==> src/rtl/urng_stream_checker_popcount_reg.sv <==
// Registered population count of one sample word, with a valid strobe
// that follows the sample-enable by one clock.
module popcount_reg #(
   parameter int WIDTH = 32,
   parameter int PW    = $clog2(WIDTH + 1)
) (
   input  logic             clk,
   input  logic             rst_n,
   input  logic             i_ce,
   input  logic [WIDTH-1:0] i_data,
   output logic [PW-1:0]    o_count,
   output logic             o_valid
);

   logic [PW-1:0] w_count;
   logic [PW-1:0] r_count;
   logic          r_valid;

   // Count the set bits of the incoming word.
   always_comb begin
      w_count = '0;
      for (int i = 0; i < WIDTH; i++) begin
         w_count = w_count + PW'(i_data[i]);
      end
   end

   // Capture the count for accepted words; valid marks the cycle it is usable.
   always_ff @(posedge clk) begin
      if (!rst_n) begin
         r_count <= '0;
         r_valid <= 1'b0;
      end else begin
         r_valid <= i_ce;
         if (i_ce) begin
            r_count <= w_count;
         end
      end
   end

   assign o_count = r_count;
   assign o_valid = r_valid;

endmodule

==> config.mk <==
export PLATFORM = sky130hd
export DESIGN_NAME = popcount_reg
export DESIGN_NICKNAME = d
export VERILOG_FILES = /design/src/rtl/urng_stream_checker_popcount_reg.sv
export SDC_FILE = /design/constraint.sdc
export NUM_CORES = 1
export LEC_CHECK = 0
export BUFFER_PORTS_ARGS = -buffer_cell sky130_fd_sc_hd__buf_2
export CAP_MARGIN = 30
export CORE_UTILIZATION = 34
export DETAILED_ROUTE_END_ITERATION = 8
export PLACE_DENSITY = 0.63
export RECOVER_POWER = 100
export REMOVE_ABC_BUFFERS = 1
export SLEW_MARGIN = 20
export SYNTH_ARGS = -nofsm -noshare
export SYNTH_HDL_FRONTEND = slang
export SYNTH_SLANG_ARGS = --single-unit
export TNS_END_PERCENT = 1
==> constraint.sdc <==
create_clock -name clk -period 16.23 [get_ports clk]
set_input_delay 3.246 -clock clk [delete_from_list [all_inputs] [get_ports clk]]
set_output_delay 3.246 -clock clk [all_outputs]
set_load 0.01 [all_outputs]
==> results.md, run 1 <==
* Status: finished clean
* Site Rows at 19
* Share of cells above drive strength 1 at 26.2%
* Synth Area in Adders at 56.2%
* Via Count at 775
* Count leader, synth: inv_1
* Min Tclk post-route at 7400 ps
* Initial core utilization at 36.3%
* Hold EP: o_count[1]$_SDFFE_PN0P_
* Hold Fails Final Rpt at 0
* Cell Area, Synth at 1010 µm²
* Initial antenna violation count at 0
* Simple-Gate Fraction of Synth Area at 7.18%
* Top cells by area, synth: fa_1, dfxtp_1, inv_1
* Finished Cell Area at 1260 µm²
* Largest family of logic cells by synthesized area: adder cells
* Final net count at 208
* Synth Area in XOR/XNOR at 0.866%
* Post-CTS setup buffers at 0
* Dpl hpwl at 1530 µm
* Hold Path Cell Cnt at 2
* Routed Antenna Nets at 0
* RSZ-0062 raised after global routing: no
* Clock sinks at 7
* CTS tree: yes
* Worst Setup Start Kind: input port
* Post-synth cell types at 21
* Total wire length at 1640 µm
* Clock root cell: clkbuf_4
* Resized cells post-CTS at 0
* Reg2reg end: o_count[5]$_SDFFE_PN0P_
* Core area at 2780 µm²
* Die height at 56.5 µm
* Cell Pwr Density at 204 nW/µm²
* Leak at 0.671 nW
* Post-synth EDFFs at 0
* Area grow syn2layout at 24.6%
* Clock Skew at 0 ps
* Worst Setup End Kind: register
* Sequential element share of the synthesized area at 13.9%
* # port buffers at 41
* Post-Route Utilization at 45.3%
* Placed inst area at 1250 µm²
* Hold Crit Class: reg -> reg
* N_diodes at 0
* Multiplexer share of the synthesized area at 3.09%
* Setup TNS at 0 ps
* CP max FO at 2
* Pre-CTS setup slack at 8530 ps
* Total power at 0.257 mW
* Compound-cell area share of the yosys netlist at 6.56%
* Synth cell count leaders: inv_1, fa_1, dfxtp_1, ha_1
* Number of global-route vias before repair at 803
* Max-slew violation count at 0
* Async SR Flop Fraction at 0%
* Cell taking the most area after synthesis: fa_1
* Final Setup Violations at 0
* Remaining DRCs at 0
* First-pass GRT wire length at 2910 µm
* FF+latch count, synth at 7
* Avg Inst Size Synth at 10.4 µm²
* WHS at 495 ps
* Total CTS buffers at 3
* Worst skew pair latency at 250 ps
* Clock tree buffer depth at 2
* H-tree depth at 1
* Hold_buf cts at 0
* Routed len/inst at 9.53 µm
* Worst EP arrival at 7570 ps
* Reg2reg start: o_count[5]$_SDFFE_PN0P_
* DR vias/cell at 4.51
* Reg clk slew, reported paths at 50 ps
* Gp weighted congestion at 0.728
* Largest net degree at the start of global routing at 10
* Top_reg_cell synth: dfxtp_1
* Total grt overflow at 0
* Dpl cells at 168
* Hold Crit Start: o_count[1]$_SDFFE_PN0P_
* Top cell type's share of synthesized area at 47.5%
* Slew HR at 71.6%
* Fin crit share at 45.6%
* Synthesized instance count at 97
* Worst Path Required at 16400 ps
* DIE WIDTH at 56.5 µm
* Worst Setup Slack, final at 8830 ps
* Crit Path Class: in -> reg
* Worst r2r path cells at 2
* Maximum vdd drop at 0.120 mV
* Die area at 3200 µm²
* YS warnings at 0
* Worst slew pin tran at 426 ps
* R2r setup slk at 15440 ps
* Max Cap Viol at 0
* Peak Freq at 135 MHz
* IO Pins at 42
* Non-filler instance count after layout at 172
* Drt pass-1 iters at 4
* Gr usage total at 11.1%
* Drt initial violations at 9
## final cells by class
class                           instances  area (µm²)
Timing Repair Buffer                   41         195
Clock buffer                            4        26.3
Inverter                               31         116
Sequential cell                         7         140
Tap cell                               31        38.8
Fill cell                             274        1520
Multi-Input combinational cell         58         743
## cell usage in the layout, fill, tap and decap left out
cell	n
dfxtp_1	7
mux2i_1	2
mux2_2	1
nand2b_1	1
nor2_1	6
nand3_1	6
a21oi_1	2
nand3b_1	1
a21boi_0	1
clkbuf_1	9
a211oi_1	1
xnor2_1	1
inv_1	31
fa_1	24
a211o_1	1
ha_1	7
and3_1	1
buf_2	33
clkbuf_4	3
o311a_1	1
o211ai_1	1
a2111o_1	1
## critical path, cell delays in order
cell and delay, ps:
buf_2 70, inv_1 40, fa_1 520, inv_1 50, fa_1 520, fa_1 440, fa_1 490, fa_1 510
inv_1 50, fa_1 430, inv_1 60, ha_1 170, inv_1 60, fa_1 390, nand2b_1 180, a211o_1 250
o211ai_1 80
## registers in the layout, summed over array words and instances, names as in the netlist
name     count
o_valid      1
o_count      6
## worst max-delay path by stage
stage / from / slack, ps / to / cells after the start
after detailed placement: i_data[0] / 8530 / o_count[4]$_SDFFE_PN0P_ / 17
after global placement: i_data[0] / 8630 / o_count[4]$_SDFFE_PN0P_ / 17
after CTS: i_data[0] / 8800 / o_count[4]$_SDFFE_PN0P_ / 17
final: i_data[0] / 8830 / o_count[4]$_SDFFE_PN0P_ / 17
after floorplan: i_data[0] / 8790 / o_count[4]$_SDFFE_PN0P_ / 16
after global routing: i_data[0] / 8620 / o_count[4]$_SDFFE_PN0P_ / 17
## power by group
part / total, mW / switching, mW / internal, mW
clock: 0.0158 / 0.00640 / 0.00938
combinational: 0.217 / 0.119 / 0.0986
sequential: 0.0240 / 0.00183 / 0.0222
## cell families after synthesis
family          count (synthesis)
mux                             3
xor+xnor                        1
simple gates                   15
buf+inv                        32
compound gates                  8
flops                           7
fa+ha+maj                      31
## layer usage
metal | part of all wire [%] | track usage [%] | up-vias
met2 | 54 | 20.7 | 17
met3 | 5.5 | 3.23 | 2
met4 | 0.85 | 2.09 | 0
met5 | 0 | 0 | -
li1 | - | - | 381
met1 | 39 | 12.6 | 375
No activity file was read; power rests on OpenSTA's default activity.
==> run 2, diff against run 1 <==
ABC_AREA = 1   (was default)
PLACE_DENSITY = 0.62   (was 0.63)
clock period = 7.25 ns   (was 16.23 ns; I/O delays follow)
==> results.md, run 2 <==
* Peak Freq at 180 MHz
* Post-synth EDFFs at 0 (unchanged)
* Commonest non-fill, non-tap cells in the layout: inv_1, buf_2, fa_1
* Status: complete, but fails checks
* RSZ-0062 raised after global routing: no
* Total wire length at 1800 µm (+9.8%)
* Post-synth cell types at 14 (-33%)
* Clock root cell: clkbuf_4
* # port buffers at 41 (unchanged)
* Top cell type's share of synthesized area at 45.0% (-2.6 points)
* Max-slew violation count at 0 (unchanged)
* Avg Inst Size Synth at 8.48 µm² (-19%)
* Post-Route Utilization at 46.2% (+0.89 points)
* Maximum vdd drop at 0.180 mV (+50%)
* Finished Cell Area at 1330 µm² (+5.5%)
* Net switching power at 0.369 mW (+190%)
* CP max FO at 3 (+1)
* N_diodes at 0 (unchanged)
* DIE WIDTH at 58.1 µm (+2.7%)
* Share of cells above drive strength 1 at 21.8% (-4.5 points)
* H-tree depth at 1 (unchanged)
* Max Cap Viol at 0 (unchanged)
* Remaining DRCs at 3 (+3)
* Commonest non-fill, non-tap cell in the layout: inv_1
* Resized cells post-CTS at 0 (unchanged)
* Cell taking the most area after synthesis: fa_1
* Reg clk slew, reported paths at 50 ps (about the same)
* Leak at 0.764 nW (+14%)
* Hold Fails Final Rpt at 0 (unchanged)
* Hold EP: o_count[2]$_SDFFE_PN0P_
* Reg2reg start: o_count[5]$_SDFFE_PN0P_
* Post-CTS setup buffers at 0 (unchanged)
* Fin crit share at 76.7%
* Setup TNS at 0 ps (unchanged)
* R2r setup slk at 6620 ps (-8820 ps)
* Crit Path Class: in -> reg
* Initial antenna violation count at 0 (unchanged)
* Hold_buf cts at 0 (unchanged)
* Gp weighted congestion at 0.750 (+3.0%)
* Worst Setup End Kind: register
* Hold Crit Start: o_count[2]$_SDFFE_PN0P_
* Top cells by area, synth: fa_1, inv_1, dfxtp_1
* Hold Path Cell Cnt at 2 (unchanged)
* Via Count at 884 (+14%)
* DR vias/cell at 4.17 (-7.5%)
* Die area at 3370 µm² (+5.5%)
* Hold Crit Class: reg -> reg
* Clk pwr share at 5.1% (-1.0 points)
* Register share of total power at 8.2% (-1.2 points)
* Drt pass-1 iters at 8 (+4)
* Min Tclk post-route at 5560 ps
* FF+latch count, synth at 7 (unchanged)
* CTS tree: yes
* Final net count at 237 (+14%)
* Worst EP arrival at 5700 ps (-1870 ps)
* Dpl hpwl at 1680 µm (+9.8%)
* Async SR Flop Fraction at 0% (unchanged)
* Synthesized instance count at 126 (+30%)
* Cell Area, Synth at 1070 µm² (+5.7%)
* Synth cell count leaders: inv_1, fa_1, nand2_1
* Clock sinks at 7 (unchanged)
* YS warnings at 0 (unchanged)
* Top_reg_cell synth: dfxtp_1
* Die height at 58.1 µm (+2.7%)
* Max reg flops at 6 (unchanged)
* Worst Path Required at 7400 ps (-9000 ps)
* Initial core utilization at 37.1% (+0.80 points)
* IO Pins at 42 (unchanged)
* Count leader, synth: inv_1
* Clock Skew at 0 ps (unchanged)
* Gate power share at 86.7% (+2.2 points)
* Worst skew pair latency at 250 ps (about the same)
* Final Setup Violations at 0 (unchanged)
* Fill count at 298 (+8.8%)
* Gr usage total at 12.6% (+1.4 points)
* Int Power at 0.314 mW (+140%)
* Total CTS buffers at 3 (unchanged)
* Routed len/inst at 8.49 µm (-11%)
* Site Rows at 19 (unchanged)
* First-pass GRT wire length at 3280 µm (+13%)
* Area grow syn2layout at 24.4%
* Total grt overflow at 0 (unchanged)
* Core area at 2880 µm² (+3.4%)
* Clock tree buffer depth at 2 (unchanged)
* Worst r2r path cells at 4 (+2)
* Total power at 0.683 mW (+170%)
* Number of global-route vias before repair at 906 (+13%)
* Drt initial violations at 20 (+11)
* Sequential element share of the synthesized area at 13.1% (-0.75 points)
* Worst slew pin tran at 517 ps (+91.6 ps)
* Worst Setup Start Kind: input port
* Sw Ratio at 54.1% (+4.7 points)
* Reg2reg end: o_count[5]$_SDFFE_PN0P_
* Cell Pwr Density at 514 nW/µm² (+150%)
* Largest net degree at the start of global routing at 14 (+4)
* Violated checks: DRC
* Slew HR at 65.5% (-6.1 points)
* Placed inst area at 1320 µm² (+5.4%)
* Routed Antenna Nets at 0 (unchanged)
-- run 2: cell type report --
cell class	count	area, µm²	area share, %
timing repair buffer	41	195	14.7
clock buffer	4	26.3	1.98
multi-input combinational	75	753	56.7
tap	42	52.6	3.95
inverter	43	161	12.1
sequential	7	140	10.5
-- run 2: worst max path at each step --
stage	start	end	slack [ps]	depth (start not counted)
finish	i_data[0]	o_count[2]$_SDFFE_PN0P_	1690	20
global route	i_data[0]	o_count[4]$_SDFFE_PN0P_	1460	20
floorplan	i_data[0]	o_count[4]$_SDFFE_PN0P_	1700	19
CTS	i_data[0]	o_count[2]$_SDFFE_PN0P_	1670	20
global placement	i_data[0]	o_count[2]$_SDFFE_PN0P_	1480	20
detailed placement	i_data[0]	o_count[2]$_SDFFE_PN0P_	1400	20
-- run 2: kinds of logic after synthesis --
group | synth area share (%)
adders and majority gates | 53.2
AOI/OAI and AO/OA | 3.04
DFF | 13.1
buffers and inverters | 16.2
and+or+nand+nor | 14.5
-- run 2: power groups by stage --
stage	logic [mW]	registers, mW	clock network, mW
6_report	0.592	0.0561	0.0348
5_1_grt	0.694	0.0573	0.0400
4_1_cts	0.613	0.0558	0.0365
3_5_place_dp	0.610	0.0565	0
3_3_place_gp	0.593	0.0561	0
2_1_floorplan	0.485	0.0622	0
-- run 2: metal layers --
layer	global-route usage (%)	wire length [µm]
met1	13.6	705
met3	3.57	97
met2	24.0	987
met5	0	0
met4	3.06	10
-- run 2: stage by stage --
step,hold slack (ps),std cells,setup slack [ps]
final,491,212,1690
after global routing,507,212,1460
after CTS,497,212,1670
after detailed placement,484,208,1400
after global placement,474,208,1480
after floorplan,521,125,1700
-- run 2: critical path, cell delays in order --
cell	delay, ps
buf_2	80
inv_1	40
fa_1	530
inv_1	50
fa_1	520
fa_1	440
fa_1	490
fa_1	520
inv_1	50
fa_1	420
inv_1	70
ha_1	190
inv_1	60
fa_1	380
inv_1	80
nand2_1	70
nand2_1	60
nand2_1	40
o211ai_1	110
inv_2	40
==> run 3, diff against run 2 <==
ABC_AREA = 0   (was 1)
PLACE_DENSITY = 0.65   (was 0.62)
clock period = 5.1 ns   (was 7.25 ns; I/O delays follow)
==> results.md, run 3 (same netlist as run 1, synthesis figures left out) <==
* Max-slew violation count at 0 (unchanged)
* Reg clk slew, reported paths at 60 ps (about the same)
* Non-filler instance count after layout at 174 (-18%)
* Worst skew pair latency at 260 ps (about the same)
* Cell Pwr Density at 783 nW/µm² (+52%)
* Initial antenna violation count at 0 (unchanged)
* Worst Path Required at 5250 ps (-2150 ps)
* Final net count at 210 (-11%)
* Worst Setup End Kind: register
* Die area at 3200 µm² (-5.2%)
* Placed inst area at 1260 µm² (-4.0%)
* Leak at 0.689 nW (-9.8%)
* Reg2reg start: o_count[5]$_SDFFE_PN0P_
* Largest net degree at the start of global routing at 10 (-4)
* R2r setup slk at 4300 ps (-2320 ps)
* Core area at 2780 µm² (-3.3%)
* Site Rows at 19 (unchanged)
* Hold Crit Start: o_count[0]$_SDFFE_PN0P_
* Dpl hpwl at 1750 µm (+3.8%)
* Worst EP arrival at 5260 ps (-440 ps)
* Share of cells above drive strength 1 at 32.2% (+10 points)
* Fill count at 281 (-5.7%)
* Total power at 1.02 mW (+49%)
* Max reg flops at 6 (unchanged)
* Slew HR at 87.0% (+21 points)
* Violated checks: setup timing
* RSZ-0062 raised after global routing: yes
* CP max FO at 2 (-1)
* Hold Path Cell Cnt at 2 (unchanged)
* Setup TNS at -16.5 ps (-16.5 ps)
* Crit-path slowest cell: fa_1
* DIE WIDTH at 56.5 µm (-2.6%)
* CTS tree: yes
* Crit path cell chain: buf_2 > inv_1 > fa_1 > inv_1 > fa_1 > fa_1 > fa_1 > fa_1 > inv_1 > fa_1 > inv_1 > ha_1 > inv_1 > fa_2 > buf_4 > xnor2_1 > mux2i_1 > nor2_1
* Dpl cells at 170 (-18%)
* Number of global-route vias before repair at 882 (-2.6%)
* Hold Crit Class: reg -> reg
* Drt pass-1 iters at 4 (-4)
* Hold EP: o_count[0]$_SDFFE_PN0P_
* Delay-heaviest family, CP: adder cells
* Int Power at 0.540 mW (+72%)
* Die height at 56.5 µm (-2.6%)
* Max Cap Viol at 0 (unchanged)
* Worst r2r path cells at 2 (-2)
* DR vias/cell at 4.68 (+12%)
* WHS at 509 ps (+17.3 ps)
* Critical Path Max Stage Delay at 550 ps (+20 ps)
* Drt initial violations at 14 (-30%)
* Final Setup Violations at 2 (+2)
* Status: complete, but fails checks
* Clock root cell: clkbuf_4
* Gp weighted congestion at 0.729 (-2.9%)
* Fin crit share at 100%
* Initial core utilization at 36.3% (-0.80 points)
* Finished Cell Area at 1300 µm² (-2.2%)
* Sw Ratio at 46.9% (-7.2 points)
* Remaining DRCs at 0 (-3)
* IO Pins at 42 (unchanged)
* Hold_buf cts at 0 (unchanged)
* Commonest non-fill, non-tap cells in the layout: buf_2, inv_1, fa_1
* Pre-CTS setup slack at -363 ps (-1770 ps)
* Routed len/inst at 11.1 µm (+30%)
* Clock sinks at 7 (unchanged)
* Reg2reg end: o_count[5]$_SDFFE_PN0P_
* Clk pwr share at 5.2% (about the same)
* Routed Antenna Nets at 0 (unchanged)
* Post-CTS setup buffers at 0 (unchanged)
* Min Tclk post-route at 5110 ps
* Total wire length at 1920 µm (+6.9%)
* Area grow syn2layout at 28.6%
* Hold Fails Final Rpt at 0 (unchanged)
* Peak Freq at 196 MHz
* First-pass GRT wire length at 3440 µm (+5.1%)
* Register share of total power at 7.6% (-0.6 points)
* Clock Skew at 0 ps (unchanged)
* Clock tree buffer depth at 2 (unchanged)
* Crit Path Class: in -> reg
* Cell repeated most along the worst path: fa_1
* Gr usage total at 13.6% (+1.0 points)
* Gate power share at 87.2% (+0.5 points)
* Via Count at 814 (-7.9%)
* # port buffers at 41 (unchanged)
* Total grt overflow at 0 (unchanged)
* Total CTS buffers at 3 (unchanged)
* H-tree depth at 1 (unchanged)
* CP Buf/Inv Count at 7 (-1)
* Commonest non-fill, non-tap cell in the layout: buf_2
* Post-Route Utilization at 46.7% (+0.54 points)
* Worst Setup Start Kind: input port
* Worst slew pin tran at 196 ps (-322 ps)
* Worst Setup Slack, final at -10.9 ps (-1700 ps)
* Net switching power at 0.477 mW (+29%)
* Maximum vdd drop at 0.444 mV (+150%)
* N_diodes at 0 (unchanged)
## run 3: cell types whose count changed in the layout (fill, tap and decap cells not counted), moves of 2 or more
cell,before,now
mux2i_1,0,2
a21oi_1,3,1
nand2_1,22,0
inv_1,42,31
o21ai_1,2,0
nor2_1,9,6
buf_4,0,2
fa_2,0,2
fa_1,24,22
## run 3: worst max-delay path by stage
stage / from / endpoint / slack, ps / cells after the start
4_1_cts: i_data[0] / o_count[2]$_SDFFE_PN0P_ / -70 / 18
5_1_grt: i_data[0] / o_count[2]$_SDFFE_PN0P_ / -270 / 18
3_5_place_dp: i_data[0] / o_count[4]$_SDFFE_PN0P_ / -360 / 17
3_3_place_gp: i_data[0] / o_count[4]$_SDFFE_PN0P_ / -250 / 17
2_1_floorplan: i_data[0] / o_count[4]$_SDFFE_PN0P_ / -110 / 16
6_report: i_data[0] / o_count[2]$_SDFFE_PN0P_ / -10 / 18
## run 3: timing repair
item                                    4_1_cts  5_1_grt
resized for setup                             2        3
pin swaps                                     6        5
endpoints found under the setup margin        4        5
## run 3: metal layers
metal | wire length [µm] | global-route usage [%] | share of wire [%] | vias to the layer above
li1 | - | - | - | 388
met1 | 673 | 14.9 | 35 | 401
met2 | 1120 | 25.4 | 58 | 21
met3 | 101 | 3.46 | 5.3 | 4
met4 | 25 | 4.18 | 1.3 | 0
met5 | 0 | 0 | 0 | -
## run 3: power groups by stage
| stage | registers [mW] | logic (mW) | clock network (mW) |
|---|---|---|---|
| final | 0.0769 | 0.888 | 0.0532 |
| after global routing | 0.0787 | 1.03 | 0.0573 |
| after floorplan | 0.0835 | 0.574 | 0 |
| after CTS | 0.0765 | 0.866 | 0.0545 |
| after global placement | 0.0768 | 0.781 | 0 |
| after detailed placement | 0.0776 | 0.812 | 0 |
## run 3: worst reg2reg max path: cells and delay by family, from the launching register on
kind,cells,cell delay (ps)
flip-flops,1,310
multiplexers,1,260
AO/OA/AOI/OAI,1,120
## run 3: area by class of cell
cell class	count	area (µm²)	share of cell area, %
timing repair buffer	43	211	16.3
tap	31	38.8	2.98
inverter	31	116	8.95
sequential	7	140	10.8
multi-input combinational	58	767	59.0
clock buffer	4	26.3	2.02
